[config.mk]
export PLATFORM = sky130hd
export DESIGN_NAME = dmem_mmio_flat
export DESIGN_NICKNAME = d
export VERILOG_FILES = /design/src/rtl/dmem_pkg.sv /design/src/rtl/dmem_mmio_if.sv /design/src/rtl/dmem_decode.sv /design/src/rtl/dmem_mmio.sv /design/src/flat_wrapper.sv
export SDC_FILE = /design/constraint.sdc
export NUM_CORES = 1
export LEC_CHECK = 0
export CAP_MARGIN = 20
export CORE_MARGIN = 8
export CORE_UTILIZATION = 46
export DETAILED_ROUTE_END_ITERATION = 6
export PLACE_DENSITY_LB_ADDON = 0.08
export SYNTH_ARGS = -nofsm -noshare
export SYNTH_HDL_FRONTEND = slang
export SYNTH_HIERARCHICAL = 1
export SYNTH_SLANG_ARGS = --single-unit
[constraint.sdc]
create_clock -name clk -period 7.25 [get_ports clk]
set_clock_uncertainty 0.1 [all_clocks]
set_input_delay 1.45 -clock clk [delete_from_list [all_inputs] [get_ports clk]]
set_output_delay 1.45 -clock clk [all_outputs]
set_load 0.05 [all_outputs]
[src/rtl/dmem_pkg.sv]
// Shared types and constants for the data-memory / MMIO block.
//   state_e  : controller state (RAM clear after reset, then normal service)
//   sel_e    : address-decode result
//   MMIO_BASE_DEF : default LED register address (switches sit at +1)
package dmem_pkg;

  typedef enum logic {
    INIT,
    RUN
  } state_e;

  typedef enum logic [1:0] {
    SEL_RAM,
    SEL_LED,
    SEL_SW,
    SEL_ERR
  } sel_e;

  localparam logic [15:0] MMIO_BASE_DEF = 16'hFFF0;

endpackage

[src/rtl/dmem_mmio_if.sv]
// Load/store request/response bus between the core and dmem_mmio.
//   req_valid/req_ready : request handshake, transfer when both high
//   req_we, req_addr, req_wdata : request payload
//   rsp_valid, rsp_rdata, rsp_err : one-cycle registered response
// master = core side, slave = memory side.
interface dmem_mmio_if #(
  parameter int DATA_W = 16,
  parameter int ADDR_W = 16
);

  logic              req_valid;
  logic              req_ready;
  logic              req_we;
  logic [ADDR_W-1:0] req_addr;
  logic [DATA_W-1:0] req_wdata;
  logic              rsp_valid;
  logic [DATA_W-1:0] rsp_rdata;
  logic              rsp_err;

  modport master (
    output req_valid, req_we, req_addr, req_wdata,
    input  req_ready, rsp_valid, rsp_rdata, rsp_err
  );

  modport slave (
    input  req_valid, req_we, req_addr, req_wdata,
    output req_ready, rsp_valid, rsp_rdata, rsp_err
  );

endinterface

[src/rtl/dmem_decode.sv]
// Combinational address decoder for the data-side memory map.
//   addr : full request address
//   sel  : SEL_RAM for addr < DEPTH, SEL_LED at MMIO_BASE,
//          SEL_SW at MMIO_BASE+1, SEL_ERR otherwise
// RAM takes priority should a build ever overlap the MMIO window.
module dmem_decode
  import dmem_pkg::*;
#(
  parameter int                ADDR_W    = 16,
  parameter int                DEPTH     = 16,
  parameter logic [ADDR_W-1:0] MMIO_BASE = ADDR_W'(MMIO_BASE_DEF)
) (
  input  logic [ADDR_W-1:0] addr,
  output sel_e              sel
);

  // One extra bit so DEPTH == 2**ADDR_W still compares correctly.
  localparam logic [ADDR_W:0]   DEPTH_X = (ADDR_W + 1)'(DEPTH);
  localparam logic [ADDR_W-1:0] SW_ADDR = MMIO_BASE + ADDR_W'(1);

  always_comb begin
    sel = SEL_ERR;
    if ({1'b0, addr} < DEPTH_X) begin
      sel = SEL_RAM;
    end else if (addr == MMIO_BASE) begin
      sel = SEL_LED;
    end else if (addr == SW_ADDR) begin
      sel = SEL_SW;
    end
  end

endmodule

[src/rtl/dmem_mmio.sv]
// Data memory for the 16-bit CPU: word RAM, LED output register, switch
// input register and a combinational debug read port.
//   clk, rst_n : clock, synchronous active-low reset
//   bus        : request/response bus (slave side)
//   sw         : raw board switches (asynchronous, synchronised here)
//   led        : LED register
//   dbg_sel    : debug RAM index
//   dbg_data   : RAM[dbg_sel], combinational
//
// state | meaning
// INIT  | clearing RAM[clr_cnt], one word per cycle; no requests accepted
// RUN   | serving requests, req_ready high every cycle
module dmem_mmio
  import dmem_pkg::*;
#(
  parameter int                DATA_W    = 16,
  parameter int                ADDR_W    = 16,
  parameter int                DEPTH     = 16,
  parameter logic [ADDR_W-1:0] MMIO_BASE = ADDR_W'(MMIO_BASE_DEF),
  parameter int                SW_W      = 4
) (
  input  logic                     clk,
  input  logic                     rst_n,
  dmem_mmio_if.slave               bus,
  input  logic [SW_W-1:0]          sw,
  output logic [DATA_W-1:0]        led,
  input  logic [$clog2(DEPTH)-1:0] dbg_sel,
  output logic [DATA_W-1:0]        dbg_data
);

  localparam int IDX_W = $clog2(DEPTH);

  state_e            state, state_nxt;
  logic [IDX_W-1:0]  clr_cnt, clr_nxt;
  logic              clr_we;
  logic              ready;

  sel_e              sel;
  logic              xfer;
  logic              ram_we;
  logic              led_we;
  logic [IDX_W-1:0]  ram_idx;
  logic [DATA_W-1:0] rd_val;

  logic [DATA_W-1:0] ram [DEPTH];
  logic [SW_W-1:0]   sw_meta;
  logic [SW_W-1:0]   sw_sync;

  // ---------------- FSM ----------------
  always_ff @(posedge clk) begin
    if (!rst_n) begin
      state   <= INIT;
      clr_cnt <= '0;
    end else begin
      state   <= state_nxt;
      clr_cnt <= clr_nxt;
    end
  end

  always_comb begin
    state_nxt = state;
    clr_nxt   = clr_cnt;
    clr_we    = 1'b0;
    ready     = 1'b0;
    case (state)
      INIT: begin
        clr_we  = 1'b1;
        clr_nxt = clr_cnt + 1'b1;
        if (clr_cnt == IDX_W'(DEPTH - 1)) begin
          state_nxt = RUN;
          clr_nxt   = '0;
        end
      end
      RUN: ready = 1'b1;
      default: state_nxt = INIT;
    endcase
    // The state register only sees reset at the next edge; keep the bus
    // and the RAM quiet during the reset cycle itself.
    if (!rst_n) begin
      ready  = 1'b0;
      clr_we = 1'b0;
    end
  end

  assign bus.req_ready = ready;

  // ---------------- decode ----------------
  dmem_decode #(
    .ADDR_W   (ADDR_W),
    .DEPTH    (DEPTH),
    .MMIO_BASE(MMIO_BASE)
  ) u_decode (
    .addr(bus.req_addr),
    .sel (sel)
  );

  assign xfer    = bus.req_valid && ready;
  assign ram_idx = bus.req_addr[IDX_W-1:0];
  assign ram_we  = xfer && bus.req_we && (sel == SEL_RAM);
  assign led_we  = xfer && bus.req_we && (sel == SEL_LED);

  // ---------------- RAM ----------------
  always_ff @(posedge clk) begin
    if (clr_we) begin
      ram[clr_cnt] <= '0;
    end else if (ram_we) begin
      ram[ram_idx] <= bus.req_wdata;
    end
  end

  assign dbg_data = ram[dbg_sel];

  // ---------------- MMIO ----------------
  always_ff @(posedge clk) begin
    if (!rst_n) begin
      led     <= '0;
      sw_meta <= '0;
      sw_sync <= '0;
    end else begin
      sw_meta <= sw;
      sw_sync <= sw_meta;
      if (led_we) begin
        led <= bus.req_wdata;
      end
    end
  end

  // ---------------- response ----------------
  always_comb begin
    rd_val = '0;
    case (sel)
      SEL_RAM: rd_val = ram[ram_idx];
      SEL_LED: rd_val = led;
      SEL_SW:  rd_val = DATA_W'(sw_sync);
      default: rd_val = '0;
    endcase
  end

  always_ff @(posedge clk) begin
    if (!rst_n) begin
      bus.rsp_valid <= 1'b0;
      bus.rsp_rdata <= '0;
      bus.rsp_err   <= 1'b0;
    end else if (xfer) begin
      bus.rsp_valid <= 1'b1;
      bus.rsp_rdata <= bus.req_we ? '0 : rd_val;
      bus.rsp_err   <= (sel == SEL_ERR) || ((sel == SEL_SW) && bus.req_we);
    end else begin
      bus.rsp_valid <= 1'b0;
      bus.rsp_rdata <= '0;
      bus.rsp_err   <= 1'b0;
    end
  end

endmodule
[src/flat_wrapper.sv]
// flat-port wrapper written by rule: the top's interface ports become plain ports
module dmem_mmio_flat import dmem_pkg::*;
#(
  parameter int                DATA_W    = 16,
  parameter int                ADDR_W    = 16,
  parameter int                DEPTH     = 16,
  parameter logic [ADDR_W-1:0] MMIO_BASE = ADDR_W'(MMIO_BASE_DEF),
  parameter int                SW_W      = 4
)
  (clk, rst_n, sw, led, dbg_sel, dbg_data, bus_req_valid, bus_req_we, bus_req_addr, bus_req_wdata, bus_req_ready, bus_rsp_valid, bus_rsp_rdata, bus_rsp_err);
  dmem_mmio_if #(.DATA_W(DATA_W), .ADDR_W(ADDR_W)) bus_i ();
  input  logic clk;
  input  logic rst_n;
  input  logic [SW_W-1:0] sw;
  output logic [DATA_W-1:0] led;
  input  logic [$clog2(DEPTH)-1:0] dbg_sel;
  output logic [DATA_W-1:0] dbg_data;
  input wire logic [$bits(bus_i.req_valid)-1:0] bus_req_valid;
  input wire logic [$bits(bus_i.req_we)-1:0] bus_req_we;
  input wire logic [$bits(bus_i.req_addr)-1:0] bus_req_addr;
  input wire logic [$bits(bus_i.req_wdata)-1:0] bus_req_wdata;
  output wire logic [$bits(bus_i.req_ready)-1:0] bus_req_ready;
  output wire logic [$bits(bus_i.rsp_valid)-1:0] bus_rsp_valid;
  output wire logic [$bits(bus_i.rsp_rdata)-1:0] bus_rsp_rdata;
  output wire logic [$bits(bus_i.rsp_err)-1:0] bus_rsp_err;
  assign bus_i.req_valid = bus_req_valid;
  assign bus_i.req_we = bus_req_we;
  assign bus_i.req_addr = bus_req_addr;
  assign bus_i.req_wdata = bus_req_wdata;
  assign bus_req_ready = bus_i.req_ready;
  assign bus_rsp_valid = bus_i.rsp_valid;
  assign bus_rsp_rdata = bus_i.rsp_rdata;
  assign bus_rsp_err = bus_i.rsp_err;
  dmem_mmio #(.DATA_W(DATA_W), .ADDR_W(ADDR_W), .DEPTH(DEPTH), .MMIO_BASE(MMIO_BASE), .SW_W(SW_W)) u_core (.clk(clk), .rst_n(rst_n), .bus(bus_i), .sw(sw), .led(led), .dbg_sel(dbg_sel), .dbg_data(dbg_data));
endmodule
Word level (Yosys, flattened, before mapping). Memory sizes are Yosys's and may differ from the RTL's. Cells that the tools add are included.

ROM bits: 0. Word-level logic and storage cells: 49. Register bits after elaboration: 47. Bits in latches: 0. Input bits: 44. Output and inout port bits: 51. Memory bits (writable): 256. Memories: 1.

Memories: u_core.ram (depth 16, bits a word 16, read ports 2, clocked after Yosys merged registers in 0, write ports 1, RTL line dmem_mmio.sv:45) `logic [DATA_W-1:0] ram [DEPTH];`.

Add/subtract/negate cells: 1. Mux-type cells: 20. Equality and inequality tests: 6. Shift-type cells: 0. Bitwise logic cells: 2. Div/mod/pow operators: 0. $mul: 0. Reduce and logical (&&, ||, !) cells: 10. Magnitude comparators: 1.

Operator list (count): $pmux W16 S3 (1); $eq A16 B16 Y1 const B (2); $lt A16 B5 Y1 const B (1); $mux W16 (1); $reduce_or A16 Y1 (1); $mux W1 (14); $mux W4 (2); $logic_and A1 B1 Y1 (5); $add A4 B1 Y4 const B (1); $eq A2 B2 Y1 const B (2); $eq A4 B4 Y1 const B (1); $mux W2 (2); $reduce_or A3 Y1 (1); $eq A2 B1 Y1 const B (1); $logic_not A2 Y1 (1); $not A1 Y1 (2); $reduce_and A2 Y1 (1); $logic_or A1 B1 Y1 (1).

Logic depth before layout (Yosys ltp). Gate-level depths: netlist (run 1).

Depth after elaboration: 11. Mapped depth: 9. Depth with buffers taken out: 7.

Hierarchy. The synthesis (run 1) kept the hierarchy.

Modules (own cells, without submodules): dmem_mmio (area an instance 13649.3 µm², seq. area each 8628.3 µm², instances 1, cells each 747); dmem_decode (area an instance 81.3 µm², seq. area each 0.0 µm², instances 1, cells each 12).

Least setup slack after synthesis (run 1). Ideal clock, no wire load.

Path kind: input to output. Start point: input port dbg_sel[1]. End point: output port dbg_data[0]. Stages: 4. Slack: 2644 ps. Buffers on the path: 2. Arrival time: 3056 ps. Required time: 5700 ps. Cells stage by stage: clkbuf_1 -> buf_1 -> mux4_2 -> mux4_2.

Word-level cells in the longest chain between the ends: 1.

RTL lines: from (decl) (RTL line flat_wrapper.sv:16) `input logic [$clog2(DEPTH)-1:0] dbg_sel;`; $mem_v2 Z16 W16; to (decl) (RTL line flat_wrapper.sv:17) `output logic [DATA_W-1:0] dbg_data;`.

Every way passes these cells.

Worst setup path after layout (run 1).
Start point: input port dbg_sel[0]. End point: output port dbg_data[15].

The elaborated chain is that of the path after synthesis.

==> reports/results.ini, run 1 <==
[global_routing]
grt_use_total = 0.2128
grt_pass1_vias = 8378
grt_pass1_wl_um = 56460
antenna_found_initial = 2
grt_max_degree = 63
overflow = 0

[routing]
vias_per_cell = 6.280
antenna_left = 0
firstDrtPassIters = 5
post-route-drc-count = 0
drt-wirelength-per-cell_um = 29.48
wirelength_um = 37550
vias = 8001
drt_iter0_markers = 809

[timing]
max_freq_ghz = 0.1754
tns_ns = 0
hold_viol = 0
max_slew_margin = 0.3119
worst_slew_pin_slew_ns = 1.031
setup_violations = 0
drv_slew = 0
fin_crit_sh = 0.7866
period_needed_ns = 5.703
grt_setup_unrepaired = false

[floorplanning]
die_h_um = 188.8
fp.dieW_um = 188.8
fp-row-count = 63
core_um2 = 29480
ios = 95
dieArea_um2 = 35630
initial_core_util = 0.4657

[place]
dpl_cell_area_um2 = 15090
io_buffers = 94
dpl.hpwl_um = 22820
gp_congestion = 0.8275

[clock_network]
cts_hold_buf = 0
cts_buffer_depth = 3
clk-insertion-delay-late_ns = 0.50
cts_resized = 0
cts_max_level = 2
root_buffer = clkbuf_16
clock_sinks = 303
cts_buffers = 34
path_clk_slew_ns = 0.06
cts_tree = done
cts_setup_buffers = 0

[yosys]
synth_ff_type = edfxtp_1
synth_cells = 759
synth-edff-count = 256
async_flop_share = 0
ys_seq_area_frac = 0.6284
synth_warnings = 6
ys_seq_elements = 303
syn-num-nets = 804
syn_area_per_cell_um2 = 18.09
synth.distinct_cells = 46
synth_area_um2 = 13730

[outcome]
outcome = completed

[critical_path]
cp.arrival_ns = 4.15
end_kind = output port
critical_path_required_ns = 5.70
path_class = in2out
worstSetupStartpointType = primary input
regToRegSetupSlack_ns = 3.99
crit_fanout = 33

[run]
max-cap-violations = 0

[layout]
design_area_um2 = 16240
syn_to_final_growth_pct = 18.30
final_util = 0.5510
layout_common_cells = 256 x edfxtp_1, 136 x mux4_2, 89 x clkdlybuf4s50_1, 80 x nand2_1, 47 x dfxtp_1
nets = 905
drive_above_1_share = 0.2704
final_common_cell = edfxtp_1
antenna_cells = 0

[pwr]
peakVddDrop_mv = 0.1562
leakagePower_nw = 5.139
p_per_area_nw_per_um2 = 238.3

[min_path]
min_path_type = reg2reg

-- cell families after synthesis --
logic type                 Yosys count  share of synthesized area
and+or+nand+nor                    182                    0.06461
buffers and inverters               56                    0.02461
adders and majority gates            1                  0.0009111
DFF                                303                     0.6284
xor gates and xnor gates             1                  0.0006380
AOI/OAI and AO/OA                   58                    0.03208
muxes                              158                     0.2488
-- final timing paths --
| kind | start | to | cells after the start |
|---|---|---|---|
| setup / recovery | dbg_sel[0] | dbg_data[15] | 5 |
| hold reg to reg | u_core/sw_meta[1]$_SDFF_PN0_ | u_core/sw_sync[1]$_SDFF_PN0_ | 1 |
| hold / removal | u_core/sw_meta[1]$_SDFF_PN0_ | u_core/sw_sync[1]$_SDFF_PN0_ | 1 |
| setup reg to reg | u_core/state$_SDFF_PN0_ | u_core/ram[10][6]$_DFFE_PP_ | 5 |
-- synth_stat cells (2+ instances only) --
cell / number / area [um^2]
a22oi_1: 4 / 30.03
or2_2: 3 / 18.77
mux2i_1: 12 / 120.1
mux4_2: 136 / 3063
mux2_2: 2 / 22.52
edfxtp_1: 256 / 7687
a21boi_0: 17 / 127.6
o221ai_1: 4 / 35.03
a32oi_1: 2 / 17.52
nor4_1: 3 / 18.77
mux4_1: 8 / 210.2
a221o_1: 12 / 120.1
nand2b_1: 11 / 68.82
nor3_1: 2 / 10.01
nand3_1: 3 / 15.01
dfxtp_1: 47 / 940.9
nand2_1: 80 / 300.3
a31oi_1: 2 / 12.51
buf_12: 2 / 40.04
buf_6: 7 / 78.83
buf_2: 16 / 80.08
a21o_1: 2 / 15.01
nand4_1: 2 / 12.51
and2_1: 28 / 175.2
buf_1: 7 / 26.28
buf_4: 5 / 37.54
clkinv_1: 2 / 7.510
nor2_1: 26 / 97.59
clkbuf_1: 14 / 52.55
inv_1: 2 / 7.510
a21oi_1: 12 / 60.06
and3_1: 6 / 37.54
nor2b_1: 11 / 68.82
-- cell type report --
class	instances	area [um^2]
fill	2300	13240
sequential	303	8628
multi-input combinational	400	4837
timing repair buffer	117	1154
clock buffer	37	883.3
tap	390	488.0
clock inverter	23	237.7
inverter	4	15.01
-- metrics by stage --
step	power, mW	instances	setup WS (ns)	hold WS [ns]
floorplan	2.109	759	2.644	0.3119
global placement	2.197	1211	1.528	0.3274
detailed placement	2.199	1213	1.512	0.3282
CTS	3.906	1273	1.500	0.3353
global route	3.994	1274	1.415	0.3527
finish	3.871	1274	1.547	0.3299
-- registers in the layout, indices dropped and copies added, names as in the netlist --
signal                count
u_core/bus.rsp_err        1
u_core/bus.rsp_rdata     16
u_core/bus.rsp_valid      1
u_core/clr_cnt            4
u_core/led               16
u_core/ram              256
u_core/state              1
u_core/sw_meta            4
u_core/sw_sync            4
-- critical path: stages --
cell	delay [ns]
buf_4	0.50
buf_12	0.37
mux4_2	0.54
mux4_2	0.50
clkdlybuf4s50_1	0.73
-- per-layer routing --
layer	part of all wire	wire [um]	global-route usage	vias up
met4	0.020	740	0.05141	0
li1	-	-	-	3315
met1	0.44	16670	0.3018	4284
met3	0.068	2567	0.04270	55
met2	0.47	17580	0.3349	347
met5	0	0	0	-
-- report_power, final --
part	internal, mW	total, mW	switching (mW)
registers	1.89	1.90	0.0107
logic	0.120	0.264	0.144
clock network	1.03	1.71	0.681
total	3.03	3.87	0.836
No activity file was read; power rests on OpenSTA's default activity.
==> inputs of run 2 (changes only) <==
clock period = 5.05 ns   (was 7.25 ns; I/O delays follow)
==> reports/results.ini, run 2 (synthesized netlist as in run 1, its figures left out) <==
[timing]
fin_crit_sh = 0.8501
drv_slew = 0  ; unchanged
hold_viol = 0  ; unchanged
period_needed_ns = 4.293
max_freq_ghz = 0.2329
setup_violations = 0  ; unchanged
worst_slew_pin_slew_ns = 1.005  ; was 1.031 ns
grt_setup_unrepaired = false  ; unchanged
tns_ns = 0  ; unchanged
max_slew_margin = 0.3301  ; was 0.3119
layout_setup_ws_ns = 0.7569  ; was 1.547 ns

[outcome]
outcome = completed  ; unchanged

[layout]
antenna_cells = 0  ; unchanged
largest_reg_flops = 256  ; unchanged
nets = 933  ; was 905
multi_input_comb_area_um2 = 4805  ; was 4837 um^2
final_common_cell = edfxtp_1  ; unchanged
top_register = u_core/ram  ; unchanged
fillers = 2287  ; was 2300
syn_to_final_growth_pct = 18.91  ; was 18.30%
reg.largest.list = u_core/ram (256), u_core/bus.rsp_rdata (16), u_core/led (16)  ; unchanged
final-seq-area_um2 = 8628  ; unchanged
layout_common_cells = 256 x edfxtp_1, 136 x mux4_2, 80 x nand2_1, 73 x clkdlybuf4s50_1, 64 x buf_4  ; was 256 x edfxtp_1, 136 x mux4_2, 89 x clkdlybuf4s50_1, 80 x nand2_1, 47 x dfxtp_1
drive_above_1_share = 0.3037  ; was 0.2704

[floorplanning]
die_h_um = 188.8  ; unchanged
fp.dieW_um = 188.8  ; unchanged
ios = 95  ; unchanged
fp-row-count = 63  ; unchanged
core_um2 = 29480  ; unchanged
dieArea_um2 = 35630  ; unchanged
initial_core_util = 0.4657  ; unchanged

[clock_network]
cts_hold_buf = 0  ; unchanged
path_clk_slew_ns = 0.06  ; about the same
cts_setup_buffers = 0  ; unchanged
root_buffer = clkbuf_16  ; unchanged
cts_buffer_depth = 3  ; unchanged
cts_max_level = 2  ; unchanged
clock_sinks = 303  ; unchanged
cts_buffers = 34  ; unchanged
clk-insertion-delay-late_ns = 0.50  ; about the same
cts_tree = done  ; unchanged
cts_resized = 0  ; unchanged

[place]
gp_congestion = 0.8694  ; was 0.8275
io_buffers = 94  ; unchanged
preCtsSetupSlack_ns = 0.3743  ; was 1.512 ns
dpl.hpwl_um = 24550  ; was 22820 um

[run]
max-cap-violations = 0  ; unchanged

[global_routing]
antenna_found_initial = 0  ; was 2
grt_use_total = 0.2137  ; was 0.2128
grt_max_degree = 62  ; was 63
overflow = 0  ; unchanged
grt_pass1_wl_um = 56280  ; was 56460 um
grt_pass1_vias = 8284  ; was 8378

[routing]
wirelength_um = 38170  ; was 37550 um
vias = 8117  ; was 8001
antenna_left = 0  ; unchanged
vias_per_cell = 6.234  ; was 6.280
post-route-drc-count = 0  ; unchanged
firstDrtPassIters = 5  ; unchanged
drt-wirelength-per-cell_um = 29.32  ; was 29.48 um
drt_iter0_markers = 792  ; was 809

[pwr]
leakagePower_nw = 5.284  ; was 5.139 nW
p_per_area_nw_per_um2 = 334.4  ; was 238.3 nW/um^2
peakVddDrop_mv = 0.1815  ; was 0.1562 mV

[critical_path]
end_kind = output port  ; unchanged
path_class = in2out  ; unchanged
worstSetupStartpointType = primary input  ; unchanged
crit_fanout = 26  ; was 33
critical_path_required_ns = 3.94  ; was 5.70 ns
cp.arrival_ns = 3.18  ; was 4.15 ns

[min_path]
min_path_type = reg2reg  ; unchanged

==> run 2: changes by cell type in the layout (fill, tap and decap cells not counted), moves of 4 or more <==
cell and delta:
clkdlybuf4s50_1 -16, clkinvlp_4 -5, nor2_4 -6, nor2_2 +5, buf_4 +43, clkbuf_1 +4
==> run 2: layout make-up <==
type                            instances  share of cell area
Sequential cell                       303              0.5285
Multi-Input combinational cell        400              0.2943
Timing Repair Buffer                  145             0.08139
Clock buffer                           43             0.05671
Tap cell                              390             0.02989
Clock inverter                         17            0.008353
Inverter                                4           0.0009196
==> run 2: final timing paths <==
kind | start | to | slack (ns) | depth (start not counted)
min reg2reg | u_core/sw_meta[2]$_SDFF_PN0_ | u_core/sw_sync[2]$_SDFF_PN0_ | 0.35 | 1
min | u_core/sw_meta[2]$_SDFF_PN0_ | u_core/sw_sync[2]$_SDFF_PN0_ | 0.35 | 1
max reg2reg | u_core/state$_SDFF_PN0_ | u_core/ram[12][9]$_DFFE_PP_ | 2.22 | 6
max | dbg_sel[1] | dbg_data[12] | 0.76 | 5
==> run 2: power breakdown <==
group,switching [mW],internal [mW]
Clock,0.949,1.40
Combinational,0.207,0.180
Sequential,0.0165,2.71
==> run 2: per-stage QoR <==
step	cells	power [mW]	hold slack, ns	util	instance area (um^2)
finish	1302	5.460	0.3452	0.5538	16330
global route	1302	5.611	0.3763	0.5538	16330
CTS	1301	5.498	0.3475	0.5533	16310
detailed placement	1241	3.163	0.3199	0.5173	15250
global placement	1240	3.155	0.3299	0.5163	15220
floorplan	759	3.028	0.3119	-	13730
==> run 2: routing by layer <==
metal  global-route usage  vias to the layer above  share of wire
met5                    0                        -              0
met4              0.06374                        0          0.025
met3              0.06137                       56           0.11
met2               0.3307                      478           0.46
met1               0.2909                     4218           0.40
li1                     -                     3365              -
==> run 2: critical path, cell delays in order <==
cell and delay, ns:
buf_2 0.56, buf_4 0.46, mux4_2 0.37, mux4_2 0.53, buf_4 0.22
==> inputs of run 3 (changes only) <==
SLEW_MARGIN = 20   (was not set)
==> reports/results.ini, run 3 (synthesized netlist as in run 1, its figures left out) <==
[outcome]
outcome = completed  ; unchanged

[critical_path]
end_kind = output port  ; unchanged
critPathMaxStageDelay_ns = 0.56  ; about the same
path_cells = buf_2, buf_4, mux4_2, mux4_2, buf_4  ; unchanged
worstSetupStartpointType = primary input  ; unchanged
r2r-end = u_core/ram[12][11]$_DFFE_PP_  ; was u_core/ram[12][9]$_DFFE_PP_
rr_worst_depth = 6  ; unchanged
path_class = in2out  ; unchanged
regToRegSetupSlack_ns = 2.17  ; was 2.22 ns
critical_path_required_ns = 3.94  ; about the same
timing.rr.start = u_core/state$_SDFF_PN0_  ; unchanged
crit_fanout = 26  ; unchanged
worst_path_max_delay_cell = buf_2  ; unchanged
cp.arrival_ns = 3.19  ; was 3.18 ns

[pwr]
internal_power_mw = 4.431  ; was 4.288 mW
power_frac_comb = 0.068  ; was 0.071
p_per_area_nw_per_um2 = 343.6  ; was 334.4 nW/um^2
pwr-share-clk = 0.448  ; was 0.430
p_sw_frac = 0.2129  ; was 0.2148
total_power_mw = 5.630  ; was 5.460 mW
leakagePower_nw = 5.316  ; was 5.284 nW
peakVddDrop_mv = 0.1904  ; was 0.1815 mV
switching_power_mw = 1.199  ; was 1.173 mW
pwr-share-seq = 0.484  ; was 0.499

[global_routing]
grt_use_total = 0.2161  ; was 0.2137
grtUsageMet1 = 0.2982  ; was 0.2909
grt_pass1_vias = 8359  ; was 8284
globalRouteMet2Util = 0.3403  ; was 0.3307
grt_use_met3 = 0.05397  ; was 0.06137
busiest_layer = met2  ; unchanged
overflow = 0  ; unchanged
antenna_found_initial = 0  ; unchanged
grt_pass1_wl_um = 56900  ; was 56280 um
grt_max_degree = 62  ; unchanged

[clock_network]
cts_max_level = 2  ; unchanged
root_buffer = clkbuf_16  ; unchanged
cts_buffer_depth = 3  ; unchanged
path_clk_slew_ns = 0.05  ; was 0.06 ns
clk-insertion-delay-late_ns = 0.50  ; about the same
cts_setup_buffers = 0  ; unchanged
clock_sinks = 303  ; unchanged
cts_tree = done  ; unchanged
cts_hold_buf = 0  ; unchanged
cts_resized = 0  ; unchanged
cts_buffers = 35  ; was 34

[layout]
syn_to_final_growth_pct = 19.34  ; was 18.91%
nets = 932  ; was 933
reg.largest.list = u_core/ram (256), u_core/bus.rsp_rdata (16), u_core/led (16)  ; unchanged
top_register = u_core/ram  ; unchanged
multi_input_comb_area_um2 = 4815  ; was 4805 um^2
final_common_cell = edfxtp_1  ; unchanged
final-seq-area_um2 = 8628  ; unchanged
fillers = 2291  ; was 2287
layout_common_cells = 256 x edfxtp_1, 136 x mux4_2, 80 x nand2_1, 73 x clkdlybuf4s50_1, 64 x buf_4  ; unchanged
design_area_um2 = 16390  ; was 16330 um^2
drive_above_1_share = 0.3070  ; was 0.3037
largest_reg_flops = 256  ; unchanged
antenna_cells = 0  ; unchanged

[routing]
drt_iter0_markers = 747  ; was 792
post-route-drc-count = 0  ; unchanged
drt-wirelength-per-cell_um = 29.49  ; was 29.32 um
vias_per_cell = 6.184  ; was 6.234
antenna_left = 0  ; unchanged
wirelength_um = 38400  ; was 38170 um
firstDrtPassIters = 6  ; was 5
vias = 8052  ; was 8117

[floorplanning]
fp.dieW_um = 188.8  ; unchanged
fp-row-count = 63  ; unchanged
die_h_um = 188.8  ; unchanged
ios = 95  ; unchanged
dieArea_um2 = 35630  ; unchanged
initial_core_util = 0.4657  ; unchanged
core_um2 = 29480  ; unchanged

[place]
dpl_cell_area_um2 = 15230  ; was 15250 um^2
gp_congestion = 0.8694  ; unchanged
io_buffers = 94  ; unchanged
dpl.hpwl_um = 24570  ; was 24550 um

[timing]
worst_slew_pin_slew_ns = 1.013  ; was 1.005 ns
max_slew_margin = 0.3249  ; was 0.3301
max_freq_ghz = 0.2325  ; was 0.2329 GHz
tns_ns = 0  ; unchanged
period_needed_ns = 4.302  ; was 4.293 ns
drv_slew = 0  ; unchanged
grt_setup_unrepaired = false  ; unchanged
fin_crit_sh = 0.8518  ; was 0.8501
hold_viol = 0  ; unchanged
setup_violations = 0  ; unchanged

[run]
max-cap-violations = 0  ; unchanged

[min_path]
min_path_cells = 1  ; unchanged
min_path_type = reg2reg  ; unchanged
min_from = u_core/sw_meta[2]$_SDFF_PN0_  ; unchanged
hold_end = u_core/sw_sync[2]$_SDFF_PN0_  ; unchanged

run 3: cell count changes in the layout (fill, tap and decap cells not counted), sizes merged:
cell      change
buf           -2
bufinv        +2
clkbuf        +2
clkinvlp      -1
inv           -1
run 3: per-layer routing:
metal  wire [um]  up-vias
li1            -     3367
met5           0        -
met1       15840     4167
met2       17900      457
met3        3830       61
met4         829        0
run 3: cell type report:
type / instances / share of cell area
Clock buffer: 45 / 0.05834
Clock inverter: 17 / 0.01206
Inverter: 4 / 0.0009163
Multi-Input combinational cell: 400 / 0.2938
Sequential cell: 303 / 0.5266
Tap cell: 390 / 0.02978
Timing Repair Buffer: 143 / 0.07850
run 3: how the worst max path moves through the flow:
stage | slack (ns) | cells after the start | startpoint | to
floorplan | 1.08 | 8 | bus_req_addr[2] | u_core/ram[7][0]$_DFFE_PP_
global placement | 0.41 | 8 | bus_req_addr[14] | u_core/ram[0][6]$_DFFE_PP_
detailed placement | 0.34 | 9 | bus_req_addr[14] | u_core/ram[4][10]$_DFFE_PP_
CTS | 0.79 | 5 | dbg_sel[1] | dbg_data[12]
global route | 0.69 | 5 | dbg_sel[1] | dbg_data[12]
finish | 0.75 | 5 | dbg_sel[1] | dbg_data[12]
run 3: metrics by stage:
stage / instances / util / hold WS, ns / worst slack [ns]
after global placement: 1240 / 0.5163 / 0.3299 / 0.4074
after floorplan: 759 / - / 0.3119 / 1.078
after global routing: 1302 / 0.5558 / 0.3588 / 0.6911
final: 1302 / 0.5558 / 0.3478 / 0.7483
after detailed placement: 1240 / 0.5165 / 0.3297 / 0.3381
after CTS: 1302 / 0.5556 / 0.3489 / 0.7879
run 3: worst max-delay path: cells and delay by family:
kind	cells	cell delay (ns)
buffers and inverters	3	1.24
multiplexers	2	0.91
run 3: power groups by stage:
stage | Clock, mW | Sequential (mW) | Combinational (mW)
detailed placement | 0 | 2.78 | 0.382
finish | 2.52 | 2.72 | 0.383
floorplan | 0 | 2.77 | 0.259
global route | 2.66 | 2.73 | 0.405
CTS | 2.57 | 2.72 | 0.384
global placement | 0 | 2.78 | 0.378
